## config.mk

```make
export PLATFORM = sky130hd
export DESIGN_NAME = seq_chunk_adder
export DESIGN_NICKNAME = d
export VERILOG_FILES = /design/src/rtl/seq_chunk_adder_pkg.sv /design/src/rtl/seq_chunk_adder_rca.sv /design/src/rtl/seq_chunk_adder.sv
export SDC_FILE = /design/constraint.sdc
export NUM_CORES = 1
export LEC_CHECK = 0
export ABC_AREA = 1
export CAP_MARGIN = 20
export CORE_MARGIN = 5
export CORE_UTILIZATION = 35
export CTS_BUF_LIST = sky130_fd_sc_hd__clkbuf_8
export DETAILED_ROUTE_END_ITERATION = 12
export GPL_ROUTABILITY_DRIVEN = 0
export PLACE_DENSITY_LB_ADDON = 0.3
export SETUP_SLACK_MARGIN = 0.02
export SLEW_MARGIN = 20
export SYNTH_ARGS = -nofsm -noshare
export SYNTH_HDL_FRONTEND = slang
export SYNTH_SLANG_ARGS = --single-unit
```

## constraint.sdc

```tcl
create_clock -name clk -period 4.6 [get_ports clk]
set_input_delay 0.46 -clock clk [delete_from_list [all_inputs] [get_ports clk]]
set_output_delay 0.46 -clock clk [all_outputs]
set_load 0.05 [all_outputs]
```

## src/rtl/seq_chunk_adder_pkg.sv

```systemverilog
// +---------------------------------------------------------------------------+
// | seq_chunk_adder_pkg : FSM state type and parameter sanity check shared by  |
// |                       the seq_chunk_adder block.                           |
// | Revision 1.0                                                               |
// +---------------------------------------------------------------------------+
`default_nettype none

package seq_chunk_adder_pkg;

   typedef enum logic [1:0] {
      ST_IDLE = 2'd0,
      ST_RUN  = 2'd1,
      ST_DONE = 2'd2
   } state_t;

   function automatic bit check_params(input int width, input int chunk);
      return (chunk >= 1) && (width >= chunk) && ((width % chunk) == 0);
   endfunction

endpackage

`default_nettype wire

```

## src/rtl/seq_chunk_adder_rca.sv

```systemverilog
// +---------------------------------------------------------------------------+
// | chunk_rca : combinational CHUNK-bit ripple of full adders; also exposes    |
// |             the carry into its MSB so the caller can derive overflow.      |
// | Revision 1.0                                                               |
// +---------------------------------------------------------------------------+
`default_nettype none

module chunk_rca #(
   parameter int CHUNK = 2
) (
   input  logic [CHUNK-1:0] a,
   input  logic [CHUNK-1:0] b,
   input  logic             cin,
   output logic [CHUNK-1:0] sum,
   output logic             cout,
   output logic             c_msb
);

   logic [CHUNK:0] carry;

   assign carry[0] = cin;

   generate
      for (genvar i = 0; i < CHUNK; i++) begin : g_fa
         assign sum[i]     = a[i] ^ b[i] ^ carry[i];
         assign carry[i+1] = (a[i] & b[i]) | (carry[i] & (a[i] ^ b[i]));
      end
   endgenerate

   assign cout  = carry[CHUNK];
   assign c_msb = carry[CHUNK-1];

endmodule

`default_nettype wire

```

## src/rtl/seq_chunk_adder.sv

```systemverilog
// +---------------------------------------------------------------------------+
// | seq_chunk_adder : multi-cycle adder/subtractor, CHUNK bits per clock, with |
// |                   valid/ready handshakes. Option: SEQ_CHUNK_ADDER_SAT_EN.  |
// | Revision 1.0                                                               |
// +---------------------------------------------------------------------------+
`default_nettype none

module seq_chunk_adder
   import seq_chunk_adder_pkg::*;
#(
   parameter int WIDTH = 8,
   parameter int CHUNK = 2
) (
   input  logic             clk,
   input  logic             rst_n,
   input  logic             in_valid,
   output logic             in_ready,
   input  logic [WIDTH-1:0] a,
   input  logic [WIDTH-1:0] b,
   input  logic             cin,
   input  logic             sub,
   output logic             out_valid,
   input  logic             out_ready,
   output logic [WIDTH-1:0] sum,
   output logic             cout,
   output logic             overflow
);

   localparam int            N    = WIDTH / CHUNK;
   localparam int            CW   = (N > 1) ? $clog2(N) : 1;
   localparam logic [CW-1:0] LAST = CW'(N - 1);

   generate
      if (!check_params(WIDTH, CHUNK)) begin : g_param_err
         $error("seq_chunk_adder: WIDTH must be a positive multiple of CHUNK");
      end
   endgenerate

   state_t           state;
   state_t           state_nxt;
   logic [WIDTH-1:0] op_a;
   logic [WIDTH-1:0] op_b;
   logic             carry;
   logic [CW-1:0]    cnt;
   logic [CHUNK-1:0] c_sum;
   logic             c_out;
   logic             c_msb;

   chunk_rca #(.CHUNK(CHUNK)) u_rca (
      .a     (op_a[int'(cnt)*CHUNK +: CHUNK]),
      .b     (op_b[int'(cnt)*CHUNK +: CHUNK]),
      .cin   (carry),
      .sum   (c_sum),
      .cout  (c_out),
      .c_msb (c_msb)
   );

   always_ff @(posedge clk or negedge rst_n) begin
      if (!rst_n) state <= ST_IDLE;
      else        state <= state_nxt;
   end

   always_comb begin
      state_nxt = state;
      in_ready  = 1'b0;
      out_valid = 1'b0;
      case (state)
         ST_IDLE: begin
            in_ready = 1'b1;
            if (in_valid) state_nxt = ST_RUN;
         end
         ST_RUN: begin
            if (cnt == LAST) state_nxt = ST_DONE;
         end
         ST_DONE: begin
            out_valid = 1'b1;
            if (out_ready) state_nxt = ST_IDLE;
         end
         default: state_nxt = ST_IDLE;
      endcase
   end

   // Subtraction is folded in at accept time: b is inverted and the +1 rides in on the carry.
   always_ff @(posedge clk or negedge rst_n) begin
      if (!rst_n) begin
         op_a     <= '0;
         op_b     <= '0;
         carry    <= 1'b0;
         cnt      <= '0;
         sum      <= '0;
         cout     <= 1'b0;
         overflow <= 1'b0;
      end else begin
         case (state)
            ST_IDLE: begin
               if (in_valid) begin
                  op_a  <= a;
                  op_b  <= sub ? ~b : b;
                  carry <= sub ? 1'b1 : cin;
                  cnt   <= '0;
               end
            end
            ST_RUN: begin
               sum[int'(cnt)*CHUNK +: CHUNK] <= c_sum;
               carry <= c_out;
               cnt   <= cnt + CW'(1);
               if (cnt == LAST) begin
                  cnt      <= '0;
                  cout     <= c_out;
                  overflow <= c_msb ^ c_out;
`ifdef SEQ_CHUNK_ADDER_SAT_EN
                  if (c_msb ^ c_out)
                     sum <= op_a[WIDTH-1] ? {1'b1, {(WIDTH-1){1'b0}}}
                                          : {1'b0, {(WIDTH-1){1'b1}}};
`endif
               end
            end
            default: ;
         endcase
      end
   end

endmodule

`default_nettype wire
```

== After elaboration in Yosys (flattened, before gate mapping) ==
Index checks and enable logic that the tools add are counted.
W data, S select, Z words.
Word-level totals
  logic and storage cells: 52
  input port bits: 22
  bits in registers: 31
Cells by class
  reductions and logical operators: 6
  bitwise gates (word level): 12
  shift operators: 4
  add/subtract/negate cells: 2
  eq/ne operators: 6
  multiplexer cells: 14
Operators by type and width (number)
  $neg A3 Y33: 1
  $shift A2 B33 Y8 const A: 1
  $shiftx A2 B33 Y8: 1
  $shiftx A8 B4 Y2: 2
  $mux W2: 5
  $bwmux W8: 1
  $mux W8: 1
  $not A8 Y8: 1
  $ne A2 B2 Y1 const B: 3
  $pmux W2 S3: 1
  $reduce_and A2 Y1: 3
  $xor A1 B1 Y1: 5
  $and A1 B1 Y1: 4
  $eq A2 B2 Y1 const B: 2
  $mux W1: 4
  $pmux W2 S2: 1
  $reduce_and A3 Y1: 1
  $add A2 B1 Y2 const B: 1
  $eq A2 B1 Y1 const B: 1
  $logic_not A2 Y1: 1
  $or A1 B1 Y1: 2
  $pmux W1 S2: 1
  $reduce_bool A2 Y1: 1

== Longest topological paths before layout ==
Gate-level depths: netlist of run 1.
  depth after elaboration: 7
  mapped depth: 12
  gate-level depth less buffers: 10

== Modules after synthesis ==
A second synthesis of run 1 with hierarchy kept.
Second synthesis, totals
  cells, all modules: 198
  area total of the unflattened synthesis: 1645.3 um2
By module, submodules not included
  seq_chunk_adder: cells an instance 196, times used 1, area an instance 1605.3 um2
  chunk_rca: cells an instance 2, times used 1, area an instance 40.0 um2

== Worst setup path after synthesis of run 1 ==
OpenSTA, ideal clock, no wires.
  path type: register to register
  from: register cnt[0]
  to: register sum[3]
  stages on the path, launching flop included: 10
  library setup time: 0.083 ns
  setup slack: 2.319 ns
  required time: 4.517 ns
  arrival time: 2.198 ns
  buffers on the path: 2
  cells stage by stage: dfrtp_1 > buf_4 > inv_1 > buf_4 > o211ai_1 > nand2_1 > fa_1 > fa_1 > nand3_1 > o21ai_0
On the way
  longest elaborated chain between the ends: 7
RTL lines
  from (decl): RTL line seq_chunk_adder.sv:44  | logic [CW-1:0] cnt;
  from (signal assigned): RTL line seq_chunk_adder.sv:106  | cnt <= cnt + CW'(1);
  $shiftx A8 B4 Y2 (on tied branches): RTL line seq_chunk_adder.sv:50, seq_chunk_adder.sv:51
  $xor A1 B1 Y1: RTL line seq_chunk_adder_rca.sv:25, seq_chunk_adder_rca.sv:26
  $and A1 B1 Y1: RTL line seq_chunk_adder_rca.sv:26  | assign carry[i+1] = (a[i] & b[i]) | (carry[i] & (a[i] ^ b[i]));
  $or A1 B1 Y1: RTL line seq_chunk_adder_rca.sv:26
  $xor A1 B1 Y1: RTL line seq_chunk_adder_rca.sv:25  | assign sum[i] = a[i] ^ b[i] ^ carry[i];
  $shiftx A2 B33 Y8: RTL line seq_chunk_adder.sv:104  | sum[int'(cnt)*CHUNK +: CHUNK] <= c_sum;
  $bwmux W8 (*): RTL line seq_chunk_adder.sv:104
  to (signal, indexed assignment): RTL line seq_chunk_adder.sv:104
  to (decl): RTL line seq_chunk_adder.sv:24  | output logic [WIDTH-1:0] sum,
Every way passes the cells marked *; elsewhere a longest branch is shown, timed or not.
A chain may end at the register's enable or synchronous reset.

== Worst setup path after layout of run 1 ==
Same ends and word-level chain as after synthesis.

==> results of run 1 <==
## metal layers
| metal | routed length (um) | share of wire (%) |
|---|---|---|
| met5 | 0 | 0 |
| met4 | 17 | 0.53 |
| met3 | 168 | 5.3 |
| met2 | 1498 | 47 |
| met1 | 1496 | 47 |
## path summary, 6_finish.rpt
path | depth (start not counted) | startpoint | to | slack [ns]
worst max-delay path | 7 | cnt[0] | sum[3] | 2.00
worst min-delay path | 2 | sum[0] | sum[0] | 0.48
worst max register to register | 7 | cnt[0] | sum[3] | 2.00
worst min register to register | 2 | sum[0] | sum[0] | 0.48
max in group asynchronous | 2 | rst_n | sum[1] | 3.74
min in group asynchronous | 2 | rst_n | sum[6] | 0.58
## cell type report
| type | instances | area (um2) |
|---|---|---|
| Clock buffer | 6 | 82.58 |
| Clock inverter | 2 | 35.03 |
| Fill cell | 478 | 2542 |
| Inverter | 20 | 80.08 |
| Multi-Input combinational cell | 155 | 770.7 |
| Sequential cell | 31 | 775.7 |
| Tap cell | 54 | 67.56 |
| Timing Repair Buffer | 34 | 337.8 |
## flip-flops by register name, indices dropped and copies added (netlist names)
| register | flops |
|---|---|
| op_a | 8 |
| op_b | 8 |
| sum | 8 |
| cnt | 2 |
| state | 2 |
| carry | 1 |
| cout | 1 |
| overflow | 1 |
## logic make-up after synthesis
logic type | count (synthesis) | synth area share [%]
buf+inv | 26 | 7.623
xor+xnor | 9 | 4.709
fa+ha+maj | 8 | 6.876
flops | 31 | 46.34
simple gates | 124 | 29.52
compound gates | 14 | 4.933
## cell usage after synthesis (4+ instances only)
master and n:
nand3_1 7, dfrtp_1 31, ha_1 6, o211ai_1 4, nor2_1 16, inv_1 18
nand2_1 97, xor2_1 9, o21ai_0 8
## through the flow
step / setup slack (ns) / cell area, um2
6_report: 2.004 / 2150
2_1_floorplan: 2.319 / 1674
5_1_grt: 1.736 / 2150
3_5_place_dp: 2.023 / 2032
3_3_place_gp: 2.087 / 2032
4_1_cts: 2.004 / 2150
## report_power, final
group | internal (mW) | switching (mW) | total [mW]
clock | 0.175 | 0.0989 | 0.274
sequential | 0.385 | 0.0877 | 0.472
combinational | 0.283 | 0.493 | 0.776
## worst reg2reg max path, stage by stage (launching register included)
cell,delay [ns]
dfrtp_1,0.59
inv_1,0.31
o211ai_1,0.24
nand2_1,0.09
fa_1,0.45
fa_1,0.55
nand3_1,0.11
o21ai_0,0.18
==> summary.txt, run 1 <==
GRT
  – Met1 Usage GRT: 14.27%
  – GR met2 Demand/Resource: 19.28%
  – First-pass GRT wire length: 5.740 mm
  – Grt peak-use layer: met2
  – Total GRT Usage: 11.50%
  – Gr ovfl total: 0
  – Largest net degree at the start of global routing: 32
  – Vias in the first global route: 1,331
  – Met3 Usage GRT: 3.288%
  – Initial antenna violation count: 0

Yosys
  – Top area cells in the synthesized netlist: dfrtp_1 (46%), nand2_1 (22%), xor2_1 (4.7%)
  – Synth area leader: dfrtp_1
  – Synthesized cell area: 0.001674 mm2
  – Yosys cell types: 21
  – Post-synth EDFFs: 0
  – Async S/R FF share, synth: 100.0%
  – Syn Area/Cell: 7.897 um2
  – Synthesized flop and latch total: 31
  – Seq/Total Area, Yosys: 46.34%
  – Primary FF master, synth: dfrtp_1
  – Synth Warn #: 0
  – Top cell type's share of synthesized area: 46.34%
  – Mapped Nets: 242
  – Synthesized instance count: 212

STA
  – Hold slack: 0.4826 ns
  – Max Slew Vio Count: 0
  – Least-Margin Pin Slew: 0.4946 ns
  – Fin. Hold Viols: 0
  – Setup Skew: 0.006679 ns
  – Worst slew margin: 66.93%
  – Tmin final: 2.596 ns
  – Setup repair after global routing missed its margin: false
  – Final setup vio count: 0
  – Maximum clock rate: 385.2 MHz
  – Fin crit share: 56.43%
  – Total negative slack: 0 ns

Floorplanning
  – Core area: 0.004692 mm2
  – Die Y: 79.16 um
  – I/O Pins: 34
  – DIE AREA: 0.006266 mm2
  – Starting Density: 35.68%
  – Die Width: 79.16 um
  – Site row count: 25

Clocking
  – CTS Buf Count: 5
  – CTS Hold Bufs: 0
  – Root Driver: clkbuf_8
  – Worst skew pair latency: 0.28 ns
  – Post-CTS Setup Bufs: 0
  – Worst-path clk slew: 0.07 ns
  – Post-CTS sizing: 0
  – CTS tree: done
  – CTS Sinks: 31
  – Max clock buf depth: 2
  – Htree depth: 2

Worst setup path
  – Worst path slowest cell: dfrtp_1
  – Startpoint Class: register
  – Cell Chain, Critical Path: inv_1, o211ai_1, nand2_1, fa_1, fa_1, nand3_1, o21ai_0
  – Worst EP arrival: 2.79 ns
  – Delay-heaviest family, CP: adder cells
  – Setup crit end kind: register
  – Crit-path max cell delay: 0.59 ns
  – Setup CP Type: reg -> reg
  – Crit-path max FO: 16
  – Crit path required time: 4.79 ns
  – WP buf/inv: 1
  – CP most frequent cell: fa_1

Final layout
  – Final Non-Filler Cells: 302
  – NumNets Final: 277
  – Area grow syn2layout: 28.40%
  – Ratio of cells with drive above 1 in the final layout: 5.242%
  – Most common cell after layout, fill and taps aside: nand2_1
  – N_diodes: 0
  – Post-layout util: 45.81%
  – Commonest cells after routing, fill and taps aside: nand2_1 (97), clkdlybuf4s50_1 (33), dfrtp_1 (31)

Placement
  – Final HPWL DP: 2.453 mm
  – Number of port buffers: 33
  – Placed cells: 294

Flow run
  – Max Cap Viol: 0

Detailed routing
  – DRC errors left: 0
  – Avg WL per Cell: 10.53 um
  – ANT nets after route: 0
  – Drt total wl: 3.181 mm
  – Iteration-0 DRC Markers: 90
  – Total via count in the routed design: 1,359
  – Via density per instance: 4.500
  – Pre-Repair DR Iteration Count: 4

Outcome
  – Status: completed

Power and ir drop
  – Power per cell area: 708.2 mW/mm2
  – Leakage Power: 1.124 nW
  – Peak supply drop: 0.2455 mV
  – Tot Pwr: 1.522 mW

Worst hold path
  – Worst Hold Class: reg -> reg
(Power assumes the default switching activity.)
==> run 2: changes to the inputs <==
==> constraint.sdc (replaced) <==
create_clock -name clk -period 2.3 [get_ports clk]
set_input_delay 0.23 -clock clk [delete_from_list [all_inputs] [get_ports clk]]
set_output_delay 0.23 -clock clk [all_outputs]
set_load 0.05 [all_outputs]
==> run 2 against run 1 <==
Die area is the same. First-iteration DRC count shrank 43%. Maximum frequency grew 19%. Flip-flop and latch count is the same. Combinational power grew 140%. Design area grew 3.7%. Critical path depth grew 4. Clock skew shrank 0.0020 ns. Count of clock-buffer cells in the layout shrank 1. Non-clock buffer count grew 13. Largest power group unchanged.
==> summary.txt, run 2 (same netlist as run 1, synthesis figures left out) <==
Outcome
  – Status: completed

Worst setup path
  – Crit-path max cell delay: 0.59 ns
  – Startpoint Class: register
  – WP buf/inv: 3
  – Setup CP Type: reg -> reg
  – CP most frequent cell: nand2_1
  – Cell Chain, Critical Path: clkinvlp_4, buf_4, nand2_1, o211ai_1, nand2_1, fa_2, fa_2, nand3_1, inv_1, nand2_1, nand2_1
  – Worst path slowest cell: fa_2
  – Crit path required time: 2.53 ns
  – Worst EP arrival: 2.41 ns
  – Setup crit end kind: register
  – Crit-path max FO: 8
  – Delay-heaviest family, CP: adder cells

Detailed routing
  – Total via count in the routed design: 1,396
  – DRC errors left: 0
  – Avg WL per Cell: 11.05 um
  – Drt total wl: 3.482 mm
  – ANT nets after route: 0
  – Iteration-0 DRC Markers: 51
  – Via density per instance: 4.432
  – Pre-Repair DR Iteration Count: 4

Power and ir drop
  – Internal cell power: 1.730 mW
  – Peak supply drop: 0.5169 mV
  – Switching pwr: 1.454 mW
  – Sequential Power Share: 29.2%
  – Combinational power share: 57.9%
  – Clock power frac: 12.9%
  – Sw frac: 45.68%
  – Leakage Power: 1.166 nW
  – Power per cell area: 1428 mW/mm2

Final layout
  – NumNets Final: 290
  – # fillers: 482
  – Most common cell after layout, fill and taps aside: nand2_1
  – Final Non-Filler Cells: 315
  – Ratio of cells with drive above 1 in the final layout: 11.49%
  – Biggest regs: op_a x8, op_b x8, sum x8
  – Commonest cells after routing, fill and taps aside: nand2_1 (97), clkdlybuf4s50_1 (33), dfrtp_1 (31)
  – N_diodes: 0
  – Area grow syn2layout: 33.18%
  – Register area: 775.7 um2
  – Multi-input combinational cell area: 778.2 um2
  – Post-layout util: 47.52%

Placement
  – Place WS: 0.09494 ns
  – Number of port buffers: 33
  – Placed cells: 298
  – Final HPWL DP: 2.567 mm

GRT
  – Gr ovfl total: 0
  – Initial antenna violation count: 0
  – First-pass GRT wire length: 5.968 mm
  – Total GRT Usage: 12.03%
  – Largest net degree at the start of global routing: 32
  – Vias in the first global route: 1,391

Clocking
  – CTS Buf Count: 5
  – Root Driver: clkbuf_8
  – Max clock buf depth: 2
  – CTS tree: done
  – Worst-path clk slew: 0.07 ns
  – CTS Hold Bufs: 0
  – Htree depth: 2
  – Worst skew pair latency: 0.28 ns
  – CTS Sinks: 31

Floorplanning
  – Die Y: 79.16 um
  – Die Width: 79.16 um
  – I/O Pins: 34
  – DIE AREA: 0.006266 mm2
  – Core area: 0.004692 mm2
  – Starting Density: 35.68%
  – Site row count: 25

STA
  – Worst slew margin: 66.44%
  – Fin. Hold Viols: 0
  – Tmin final: 2.185 ns
  – Max Slew Vio Count: 0
  – Maximum clock rate: 457.8 MHz
  – Fin crit share: 94.98%
  – Final WS setup: 0.1154 ns
  – Final setup vio count: 0
  – Setup Skew: 0.004667 ns
  – Least-Margin Pin Slew: 0.5018 ns

Flow run
  – Max Cap Viol: 0

Worst hold path
  – Worst Hold Class: in -> async
-- run 2: changes by cell type in the layout (fill, tap and decap cells not counted), sizes merged --
cell | before | now
clkbuf | 6 | 5
clkinvlp | 0 | 2
buf | 1 | 14
inv | 19 | 20
clkinv | 2 | 1
bufinv | 1 | 0
-- run 2: final timing paths --
path | start | end | slack [ns] | cells past startpoint
setup / recovery | cnt[0] | sum[7] | 0.12 | 11
hold / removal | rst_n | cout | 0.34 | 2
setup reg to reg | cnt[0] | sum[7] | 0.12 | 11
hold reg to reg | sum[0] | sum[0] | 0.48 | 2
max in group asynchronous | rst_n | sum[1] | 1.68 | 2
min in group clk | a[3] | op_a[3] | 0.48 | 3
-- run 2: per-layer routing --
metal,up-vias,wire length [um],GRT usage (%)
li1,744,-,-
met1,619,1571,14.40
met2,26,1684,20.37
met3,7,171,3.061
met4,0,55,5.155
met5,-,0,0
-- run 2: what timing repair did --
action / in CTS / in global routing
buffers inserted: 0 / 9
setup endpoints to repair: 0 / 5
gates resized for setup: 0 / 7
-- run 2: metrics by stage --
stage | cell area [um2] | total power, mW | hold slack, ns | setup TNS, ns
after floorplan | 1677 | 2.156 | -0.06559 | 0
after global placement | 2064 | 2.574 | 0.4635 | 0
after detailed placement | 2064 | 2.619 | 0.4658 | 0
after CTS | 2150 | 3.042 | 0.3503 | 0
after global routing | 2230 | 3.477 | 0.3718 | -0.03690
final | 2230 | 3.184 | 0.3354 | 0
-- run 2: area by class of cell --
cell class                      instances  share of cell area [%]
Multi-Input combinational cell        155                   34.90
Sequential cell                        31                   34.79
Timing Repair Buffer                   47                   19.70
Inverter                               20                   3.760
Clock buffer                            5                   3.086
Tap cell                               54                   3.030
Clock inverter                          3                  0.7295
-- run 2: power groups by stage --
stage	Sequential, mW	Combinational [mW]	Clock, mW
finish	0.930	1.84	0.412
global route	0.961	2.07	0.443
CTS	0.920	1.70	0.425
detailed placement	0.929	1.69	0
global placement	0.920	1.65	0
floorplan	1.05	1.11	0
==> run 3: changes to the inputs <==
--- a/config.mk
+++ b/config.mk
@@ -5,7 +5,6 @@
 export SDC_FILE = /design/constraint.sdc
 export NUM_CORES = 1
 export LEC_CHECK = 0
-export ABC_AREA = 1
 export CAP_MARGIN = 20
 export CORE_MARGIN = 5
 export CORE_UTILIZATION = 35
@@ -14,6 +13,7 @@
 export GPL_ROUTABILITY_DRIVEN = 0
 export PLACE_DENSITY_LB_ADDON = 0.3
 export SETUP_SLACK_MARGIN = 0.02
+export SKIP_LAST_GASP = 1
 export SLEW_MARGIN = 20
 export SYNTH_ARGS = -nofsm -noshare
 export SYNTH_HDL_FRONTEND = slang
==> constraint.sdc (replaced) <==
create_clock -name clk -period 1.82 [get_ports clk]
set_input_delay 0.182 -clock clk [delete_from_list [all_inputs] [get_ports clk]]
set_output_delay 0.182 -clock clk [all_outputs]
set_load 0.05 [all_outputs]
==> run 3 against run 2 <==
Critical path depth is 6 lower. Non-clock buffer count is 3 lower. Global-route usage is 0.45 points lower. Synthesized cell count is 45% lower. Largest power group unchanged. Largest cell class unchanged. Die area is 0.59% lower. The flow now finishes with violations (setup timing).
==> summary.txt, run 3 <==
Worst setup path
  – Worst path slowest cell: fa_2
  – Cell Chain, Critical Path: mux4_2, fa_2, fa_2, nor4bb_1, mux2_4
  – Startpoint Class: register
  – CP most frequent cell: fa_2
  – Crit path required time: 2.05 ns
  – Reg2Reg Depth: 5
  – FF-to-FF setup slack: -0.53 ns
  – Worst setup path endpoint: sum[5]
  – Crit-path max FO: 4
  – CP Depth: 5
  – Worst R2R Start: cnt[0]
  – Worst EP arrival: 2.57 ns
  – Crit-path max cell delay: 0.58 ns
  – Delay-heaviest family, CP: adder cells
  – Capturing point of the worst reg2reg path: sum[5]
  – Setup CP Type: reg -> reg
  – Crit path from: cnt[0]
  – Setup crit end kind: register
  – WP buf/inv: 0

GRT
  – Vias in the first global route: 1,186
  – First-pass GRT wire length: 5.547 mm
  – Total GRT Usage: 11.58%
  – Largest net degree at the start of global routing: 32
  – Initial antenna violation count: 0
  – Gr ovfl total: 0

Yosys
  – Synthesized flop and latch total: 31
  – Post-synth EDFFs: 0
  – Synthesized instance count: 116
  – Primary FF master, synth: dfrtp_1
  – Most frequent cell after synthesis: dfrtp_1
  – Seq/Total Area, Yosys: 46.65%
  – Synthesized cell area: 0.001663 mm2
  – Top cells by count, synth: dfrtp_1 (31), mux2_2 (26), xor2_1 (9)
  – Syn Area/Cell: 14.33 um2
  – Synth Warn #: 0
  – Yosys cell types: 27
  – Top area cells in the synthesized netlist: dfrtp_1 (47%), mux2_2 (18%), mux4_2 (5.4%)
  – Async S/R FF share, synth: 100.0%
  – Mapped Nets: 146
  – Top cell type's share of synthesized area: 46.65%
  – Synth area leader: dfrtp_1

Power and ir drop
  – Sequential Power Share: 26.3%
  – Leakage Power: 1.009 nW
  – Combinational power share: 61.1%
  – Peak supply drop: 0.7318 mV
  – Power per cell area: 2055 mW/mm2
  – Sw frac: 36.93%
  – Internal cell power: 2.953 mW
  – Switching pwr: 1.729 mW
  – Clock power frac: 12.6%

Detailed routing
  – Total via count in the routed design: 1,046
  – Via density per instance: 4.865
  – Pre-Repair DR Iteration Count: 3
  – Avg WL per Cell: 14.47 um
  – DRC errors left: 0
  – Drt total wl: 3.110 mm
  – ANT nets after route: 0
  – Iteration-0 DRC Markers: 23

Outcome
  – Failing checks: setup timing
  – Status: finished with violations

Floorplanning
  – DIE AREA: 0.006229 mm2
  – Die Y: 78.93 um
  – Site row count: 25
  – I/O Pins: 34
  – Core area: 0.004661 mm2
  – Starting Density: 35.68%
  – Die Width: 78.93 um

Final layout
  – Post-layout util: 48.89%
  – Commonest cells after routing, fill and taps aside: clkdlybuf4s50_1 (31), dfrtp_1 (30), mux2_2 (19)
  – Area grow syn2layout: 37.02%
  – Register area: 777.0 um2
  – Most common cell after layout, fill and taps aside: clkdlybuf4s50_1
  – Final instance area: 0.002278 mm2
  – Biggest regs: op_a x8, op_b x8, sum x8
  – NumNets Final: 190
  – N_diodes: 0
  – Multi-input combinational cell area: 882.1 um2
  – # fillers: 391
  – Final Non-Filler Cells: 215
  – Ratio of cells with drive above 1 in the final layout: 37.27%

Worst hold path
  – Worst Hold Class: in -> async

Clocking
  – Max clock buf depth: 2
  – Htree depth: 2
  – Root Driver: clkbuf_8
  – Worst-path clk slew: 0.06 ns
  – CTS Sinks: 31
  – Worst skew pair latency: 0.28 ns
  – CTS tree: done
  – CTS Buf Count: 5

STA
  – Final WS setup: -0.5282 ns
  – Least-Margin Pin Slew: 0.5104 ns
  – Tmin final: 2.348 ns
  – Final setup vio count: 11
  – Total negative slack: -3.898 ns
  – Setup Skew: 0.002760 ns
  – Setup repair after global routing missed its margin: true
  – Maximum clock rate: 425.9 MHz
  – Max Slew Vio Count: 0
  – Worst slew margin: 65.86%
  – Fin. Hold Viols: 0
  – Fin crit share: 129.0%

Placement
  – Area post-placement: 0.002110 mm2
  – Placed cells: 206
  – Place WS: -0.5986 ns
  – Final HPWL DP: 2.236 mm
  – Number of port buffers: 33

Flow run
  – Max Cap Viol: 0
==> run 3: changes by cell type in the layout (fill, tap and decap cells not counted), moves of 4 or more <==
| cell | change |
|---|---|
| o21ai_0 | -5 |
| mux4_2 | +4 |
| inv_1 | -13 |
| nand3_1 | -7 |
| o211ai_1 | -4 |
| mux2_4 | +7 |
| nand2_1 | -97 |
| mux2_2 | +19 |
| nor2_1 | -14 |
==> run 3: worst min path at each step <==
stage,startpoint,end,cells past startpoint
after detailed placement,sum[7],sum[7],1
after global routing,rst_n,sum[5],2
after floorplan,rst_n,carry,0
after global placement,op_a[5],op_a[5],1
after CTS,rst_n,sum[5],2
final,rst_n,sum[5],2
==> run 3: layout make-up <==
cell class	instances	share of cell area, %
flip-flops and latches	31	34.10
clock buffers	7	4.228
repair buffers	44	19.17
multi-input cells	74	38.71
well taps	54	2.965
inverters	4	0.6590
clock inverters	1	0.1647
==> run 3: what timing repair did <==
| item | CTS | global route |
|---|---|---|
| hold endpoints to repair | 0 | 0 |
| setup buffers | 1 | 0 |
| hold buffers | 0 | 0 |
| pin swaps | 2 | 0 |
| resized for setup | 6 | 5 |
| endpoints found under the setup margin | 11 | 11 |
==> run 3: logic make-up (layout without fill, tap and decap cells) <==
| kind of cell | after synthesis | after routing | share of synthesized area (%) |
|---|---|---|---|
| xor gates and xnor gates | 9 | 9 | 4.741 |
| AOI/OAI and AO/OA | 6 | 6 | 2.709 |
| adders and majority gates | 8 | 8 | 6.922 |
| buffers and inverters | 11 | 56 | 4.890 |
| DFF | 31 | 31 | 46.65 |
| muxes | 30 | 30 | 23.02 |
| and+or+nand+nor | 21 | 21 | 11.06 |
==> run 3: per-stage QoR <==
stage	hold slack (ns)	power, mW
2_1_floorplan	-0.1136	3.067
3_3_place_gp	0.4900	3.751
3_5_place_dp	0.4944	3.810
4_1_cts	0.3002	4.575
5_1_grt	0.3384	5.034
6_report	0.2893	4.682
==> run 3: metal layers <==
metal	global-route usage, %	vias to the layer above	wire length [um]
li1	-	502	-
met3	3.515	6	157
met4	5.670	0	69
met5	0	-	0
met2	18.17	26	1509
met1	14.52	512	1373
==> run 3: power groups by stage <==
stage | registers (mW) | clock network [mW] | logic [mW]
4_1_cts | 1.24 | 0.609 | 2.73
5_1_grt | 1.29 | 0.630 | 3.12
6_report | 1.23 | 0.588 | 2.86
2_1_floorplan | 1.50 | 0 | 1.56
3_3_place_gp | 1.24 | 0 | 2.51
3_5_place_dp | 1.25 | 0 | 2.56
